## src/rtl/core_ex_muldiv_ctrl.sv

```systemverilog
// RV32M multi-cycle sequencer: iterative shift-add multiply / restoring divide
// over a shared 64-bit accumulator, with sign correction and flush support.
module core_ex_muldiv_ctrl #(
    parameter int unsigned FAST_SPECIAL = 1
) (
    input  logic        clk,
    input  logic        rest,
    input  logic        op_valid,
    input  logic [2:0]  op,
    input  logic [31:0] in1,
    input  logic [31:0] in2,
    input  logic        flush,
    output logic        op_ready,
    output logic        busy,
    output logic        out_valid,
    output logic [31:0] out
);

    typedef enum logic [1:0] {S_IDLE, S_RUN, S_DONE} state_e;

    state_e      state_q, state_d;
    logic [4:0]  cnt_q, cnt_d;
    logic [63:0] acc_q, acc_d;
    logic [31:0] b_q, b_d;
    logic [2:0]  op_q, op_d;
    logic        neg_q, neg_d;
    logic        spec_q, spec_d;
    logic [31:0] spec_res_q, spec_res_d;
    logic [31:0] out_q, out_d;

    logic        signed1, signed2, a_neg, b_neg, div0, ovf, accept;
    logic [31:0] a_abs, b_abs, spec_res_in;
    logic [32:0] sum33, trial;
    logic [63:0] mul_next, div_next, prod;
    logic [31:0] div_sel, result;

    // Operand conditioning at accept time
    always_comb begin
        signed1     = (op == 3'd0) || (op == 3'd1) || (op == 3'd2) || (op == 3'd4) || (op == 3'd6);
        signed2     = (op == 3'd0) || (op == 3'd1) || (op == 3'd4) || (op == 3'd6);
        a_neg       = signed1 && in1[31];
        b_neg       = signed2 && in2[31];
        a_abs       = a_neg ? (32'd0 - in1) : in1;
        b_abs       = b_neg ? (32'd0 - in2) : in2;
        div0        = op[2] && (in2 == '0);
        ovf         = ((op == 3'd4) || (op == 3'd6)) && (in1 == 32'h8000_0000) && (in2 == '1);
        spec_res_in = '0;
        if (div0) begin
            spec_res_in = op[1] ? in1 : '1;
        end else if (ovf) begin
            spec_res_in = op[1] ? 32'd0 : 32'h8000_0000;
        end
        op_ready = (state_q == S_IDLE) && !flush;
        accept   = op_valid && op_ready;
        busy     = (state_q != S_IDLE);
    end

    // One iteration of each datapath; only the one matching op_q is used
    always_comb begin
        sum33    = {1'b0, acc_q[63:32]} + (acc_q[0] ? {1'b0, b_q} : 33'd0);
        mul_next = {sum33, acc_q[31:1]};
        trial    = acc_q[63:31] - {1'b0, b_q};
        div_next = trial[32] ? {acc_q[62:0], 1'b0} : {trial[31:0], acc_q[30:0], 1'b1};
        prod     = neg_q ? (64'd0 - acc_q) : acc_q;
        div_sel  = op_q[1] ? acc_q[63:32] : acc_q[31:0];
        if (spec_q) begin
            result = spec_res_q;
        end else if (op_q[2]) begin
            result = neg_q ? (32'd0 - div_sel) : div_sel;
        end else if (op_q == 3'd0) begin
            result = prod[31:0];
        end else begin
            result = prod[63:32];
        end
        out_valid = (state_q == S_DONE) && !flush;
        out       = out_valid ? result : out_q;
    end

    always_comb begin
        state_d    = state_q;
        cnt_d      = cnt_q;
        acc_d      = acc_q;
        b_d        = b_q;
        op_d       = op_q;
        neg_d      = neg_q;
        spec_d     = spec_q;
        spec_res_d = spec_res_q;
        out_d      = out_q;
        if (flush) begin
            state_d = S_IDLE;
            cnt_d   = '0;
        end else begin
            unique case (state_q)
                S_IDLE: begin
                    if (accept) begin
                        op_d       = op;
                        b_d        = b_abs;
                        acc_d      = {32'd0, a_abs};
                        neg_d      = (op == 3'd6) ? a_neg : (a_neg ^ b_neg);
                        spec_d     = div0 || ovf;
                        spec_res_d = spec_res_in;
                        cnt_d      = '0;
                        state_d    = ((FAST_SPECIAL != 0) && (div0 || ovf)) ? S_DONE : S_RUN;
                    end
                end
                S_RUN: begin
                    acc_d = op_q[2] ? div_next : mul_next;
                    cnt_d = cnt_q + 5'd1;
                    if (cnt_q == 5'd31) begin
                        state_d = S_DONE;
                    end
                end
                S_DONE: begin
                    out_d   = result;
                    state_d = S_IDLE;
                end
                default: state_d = S_IDLE;
            endcase
        end
    end

    always_ff @(posedge clk or negedge rest) begin
        if (!rest) begin
            state_q    <= S_IDLE;
            cnt_q      <= '0;
            acc_q      <= '0;
            b_q        <= '0;
            op_q       <= '0;
            neg_q      <= 1'b0;
            spec_q     <= 1'b0;
            spec_res_q <= '0;
            out_q      <= '0;
        end else begin
            state_q    <= state_d;
            cnt_q      <= cnt_d;
            acc_q      <= acc_d;
            b_q        <= b_d;
            op_q       <= op_d;
            neg_q      <= neg_d;
            spec_q     <= spec_d;
            spec_res_q <= spec_res_d;
            out_q      <= out_d;
        end
    end

endmodule

```

## config.mk

```make
export PLATFORM = sky130hd
export DESIGN_NAME = core_ex_muldiv_ctrl
export DESIGN_NICKNAME = d
export VERILOG_FILES = /design/src/rtl/core_ex_muldiv_ctrl.sv
export SDC_FILE = /design/constraint.sdc
export NUM_CORES = 1
export LEC_CHECK = 0
export CORE_MARGIN = 4
export CORE_UTILIZATION = 50
export CTS_CLUSTER_SIZE = 40
export DETAILED_ROUTE_END_ITERATION = 12
export GPL_TIMING_DRIVEN = 0
export PLACE_DENSITY = 0.76
export SYNTH_ARGS = -nofsm -noshare
export SYNTH_HDL_FRONTEND = slang
export SYNTH_SLANG_ARGS = --single-unit
```

## constraint.sdc

```tcl
create_clock -name clk -period 4.95 [get_ports clk]
set_clock_uncertainty 0.15 [all_clocks]
set_input_delay 0.495 -clock clk [delete_from_list [all_inputs] [get_ports clk]]
set_output_delay 0.495 -clock clk [all_outputs]
set_load 0.01 [all_outputs]
```

==> impl_metrics.env <==
export IMPL_grt_overflow_total=0
export IMPL_critical_path_required_ps=4300
export IMPL_drv_cap=0
export IMPL_ys_seq_elements=172
export IMPL_netSwitchingFraction=0.521
export IMPL_maxSlewViolCount=0
export IMPL_root_buffer="clkbuf_16"
export IMPL_die_area_sq_um=36900
export IMPL_nNetsFinal=2475
export IMPL_switching_power_mw=6.16
export IMPL_period_minus_slack_ps=4910
export IMPL_rrSetupSlack_ps=320
export IMPL_drive_above_1_share=0.0819
export IMPL_grtUsageTotal=0.367
export IMPL_antenna_left=0
export IMPL_h_tree_depth=4
export IMPL_synth_simple_area_share=0.214
export IMPL_timing_final_hold_violations=0
export IMPL_intPower_mw=5.67
export IMPL_place_congestion=1.00
export IMPL_port_buffers=102
export IMPL_power_density_nw_per_um2=600
export IMPL_end_kind="primary output"
export IMPL_synth_seq_area_share=0.254
export IMPL_synth_fa_ha_area_frac=0.0548
export IMPL_start_util=0.507
export IMPL_async_flop_share=1.00
export IMPL_synth_xor_area_frac=0.0977
export IMPL_drt_wl_total_um=69200
export IMPL_synthFlopType="dfrtp_1"
export IMPL_cts_tree="done"
export IMPL_p_leak_nw=8.45
export IMPL_grt_pass1_vias=16800
export IMPL_clock_path_buffers=2
export IMPL_whs_ps=222
export IMPL_syn_area_sq_um=17000
export IMPL_min_path_type="in -> reg"
export IMPL_dpl_instance_area_sq_um=18600
export IMPL_synth_top_family_by_area="compound AO/OA/AOI/OAI gates"
export IMPL_path_class="reg -> out"
export IMPL_worstReg2RegEnd="acc_q[61]"
export IMPL_hpwl_um=53800
export IMPL_n_fill_cell=3106
export IMPL_synth_compound_area_frac=0.248
export IMPL_grt_antenna_before_repair=0
export IMPL_synthMuxAreaShare=0.0641
export IMPL_worst_slew_pin_slew_ps=1160
export IMPL_synth_cell_types=88
export IMPL_startpoint="acc_q[23]"
export IMPL_total_power_mw=11.8
export IMPL_synthToLayoutAreaGrowth_pct=16.4
export IMPL_max_freq_mhz=204
export IMPL_ff2ff_path_depth=14
export IMPL_grt_pass1_wl_um=103000
export IMPL_insertion_delay_ps=480
export IMPL_syn_inst=2189
export IMPL_n_antenna_cell=0
export IMPL_ys_warn_count=0
export IMPL_num_rows=67
export IMPL_drt_first_pass_iters=5
export IMPL_pwr_share_clk=0.120
export IMPL_min_from="op[2]"
export IMPL_drt_iter0_markers=2030
export IMPL_fin_crit_sh=0.993
export IMPL_clkTransAtPathRegs_ps=70
export IMPL_ir_drop_v=0.000347
export IMPL_status="finished clean"
export IMPL_die_h_um=192
export IMPL_final_cell_area_sq_um=19700
export IMPL_r2r_start="acc_q[31]"
export IMPL_worst_path_max_fanout=9
export IMPL_ios=106
export IMPL_drc=0
export IMPL_grt_max_degree=91
export IMPL_via_count=18000
export IMPL_clock_sinks=172
export IMPL_cts_inserted_buffers=17
export IMPL_wl_per_cell_um=24.8
export IMPL_finalSetupViolCount=0
export IMPL_die_w_um=192
export IMPL_synth_edf_count=0
export IMPL_cp_endpoint="out[24]"
export IMPL_via_per_inst=6.45
export IMPL_core_area_sq_um=33400
export IMPL_p_seq_frac=0.187
export IMPL_crit_arrival_ps=4270
export IMPL_combPwrFrac=0.694
export IMPL_syn_area_per_cell_sq_um=7.74
export IMPL_cp_start_kind="flop"
export IMPL_maxSlewHeadroom=0.218
export IMPL_synth_fp_nets=2333
-- logic make-up (layout without fill, tap and decap cells) --
| group | Yosys count | after routing |
|---|---|---|
| AO/OA/AOI/OAI | 669 | 669 |
| adder cells (fa/ha/maj) | 73 | 73 |
| multiplexers | 107 | 107 |
| buffers and inverters | 242 | 397 |
| flip-flops | 172 | 172 |
| AND/OR/NAND/NOR | 737 | 737 |
| XOR/XNOR | 189 | 189 |
-- layout by cell type, fill, tap and decap left out, types with 24 or more instances in the layout --
cell type / Yosys / routed
a21oi_1: 158 / 151
nand3_1: 40 / 38
a21o_1: 37 / 37
inv_1: 67 / 66
o31ai_1: 55 / 52
xor2_1: 85 / 84
nor2_1: 158 / 158
buf_4: 2 / 24
o211ai_1: 24 / 24
clkbuf_1: 130 / 128
dfrtp_1: 172 / 171
nand2_1: 260 / 259
o21ai_0: 215 / 204
xnor2_1: 104 / 102
clkdlybuf4s50_1: 0 / 89
a22oi_1: 27 / 27
ha_1: 71 / 69
mux2i_1: 95 / 94
nor2b_1: 43 / 42
nor3_1: 56 / 49
-- layer usage --
layer / part of all wire / routed length [um] / track usage / vias to the layer above
met2: 0.42 / 29000 / 0.526 / 989
met3: 0.11 / 7550 / 0.0896 / 147
met5: 0.00064 / 44 / 0 / -
met1: 0.44 / 30200 / 0.534 / 8695
li1: - / - / - / 8166
met4: 0.035 / 2410 / 0.134 / 2
-- power groups by stage --
stage	registers, mW	logic, mW	clock network [mW]
after global placement	2.20	7.55	0
after CTS	2.19	7.85	1.41
after detailed placement	2.21	7.62	0
after floorplan	2.03	5.46	0
after global routing	2.24	8.81	1.47
final	2.21	8.21	1.42
-- critical path: stages (launching register included) --
cell and delay [ps]:
dfrtp_1 360, clkbuf_1 240, or4_4 600, nor4_1 230, or4b_4 560, buf_4 170, nor4_4 260, buf_4 190
a21oi_1 70, nor3_1 540, a2111oi_2 110, nor2_1 170, dlygate4sd2_1 310
-- what timing repair did --
item / CTS / global route
setup buffers: 6 / 16
endpoints found under the hold margin: 82 / 0
endpoints found under the setup margin: 42 / 26
resized for setup: 67 / 40
pin swaps: 5 / 14
hold buffers: 1 / 0
-- cells in the mapped netlist (10+ instances only) --
master / instances / area [sq um]
o21ai_0: 215 / 1080
o41ai_1: 15 / 131
or4_1: 17 / 128
a211oi_1: 17 / 128
nand3b_1: 15 / 113
xor2_1: 85 / 744
inv_1: 67 / 251
xnor2_1: 104 / 911
buf_2: 15 / 75.1
a21o_1: 37 / 278
nor4_1: 19 / 119
a22oi_1: 27 / 203
a21oi_1: 158 / 791
o21bai_1: 10 / 75.1
and3_1: 15 / 93.8
o31ai_1: 55 / 413
nand4_1: 20 / 125
or3_1: 13 / 81.3
dfrtp_1: 172 / 4300
nand3_1: 40 / 200
mux2_2: 12 / 135
or2_2: 10 / 62.6
a31oi_1: 19 / 119
nand2_1: 260 / 976
ha_1: 71 / 888
nor2b_1: 43 / 269
nor2_1: 158 / 593
o211ai_1: 24 / 180
nand2b_1: 23 / 144
nor3_1: 56 / 280
mux2i_1: 95 / 951
buf_6: 13 / 146
clkbuf_1: 130 / 488
-- registers in the layout, indices dropped and copies added, names as in the netlist --
signal	flops
cnt_q	5
acc_q	64
neg_q	1
out_q	32
spec_res_q	32
op_q	3
state_q	2
b_q	32
spec_q	1
-- through the flow --
step,utilization,setup TNS [ps],worst slack (ps),instances
3_3_place_gp,0.554,-741690,-4150,2739
6_report,0.590,0,37.0,2792
5_1_grt,0.590,-57.7,-25.8,2792
4_1_cts,0.582,-194,-144,2777
2_1_floorplan,-,0,299,2189
3_5_place_dp,0.555,-30410,-2040,2740
-- how the worst min path moves through the flow --
| stage | endpoint | slack, ps | cells past startpoint |
|---|---|---|---|
| global placement | out_q[23] | 300 | 2 |
| global route | op_q[2] | 250 | 3 |
| detailed placement | out_q[23] | 300 | 2 |
| floorplan | acc_q[0] | 50 | 0 |
| finish | op_q[2] | 220 | 3 |
| CTS | op_q[2] | 220 | 3 |
-- final cells by class --
type / instances / area (sq um) / area share
inverter: 67 / 255 / 0.0129
timing repair buffer: 126 / 1240 / 0.0627
buffer: 172 / 955 / 0.0484
sequential: 172 / 4310 / 0.218
clock buffer: 18 / 439 / 0.0223
clock inverter: 14 / 154 / 0.00780
tap: 448 / 561 / 0.0284
multi-input combinational: 1775 / 11800 / 0.599
(Power assumes the default switching activity.)
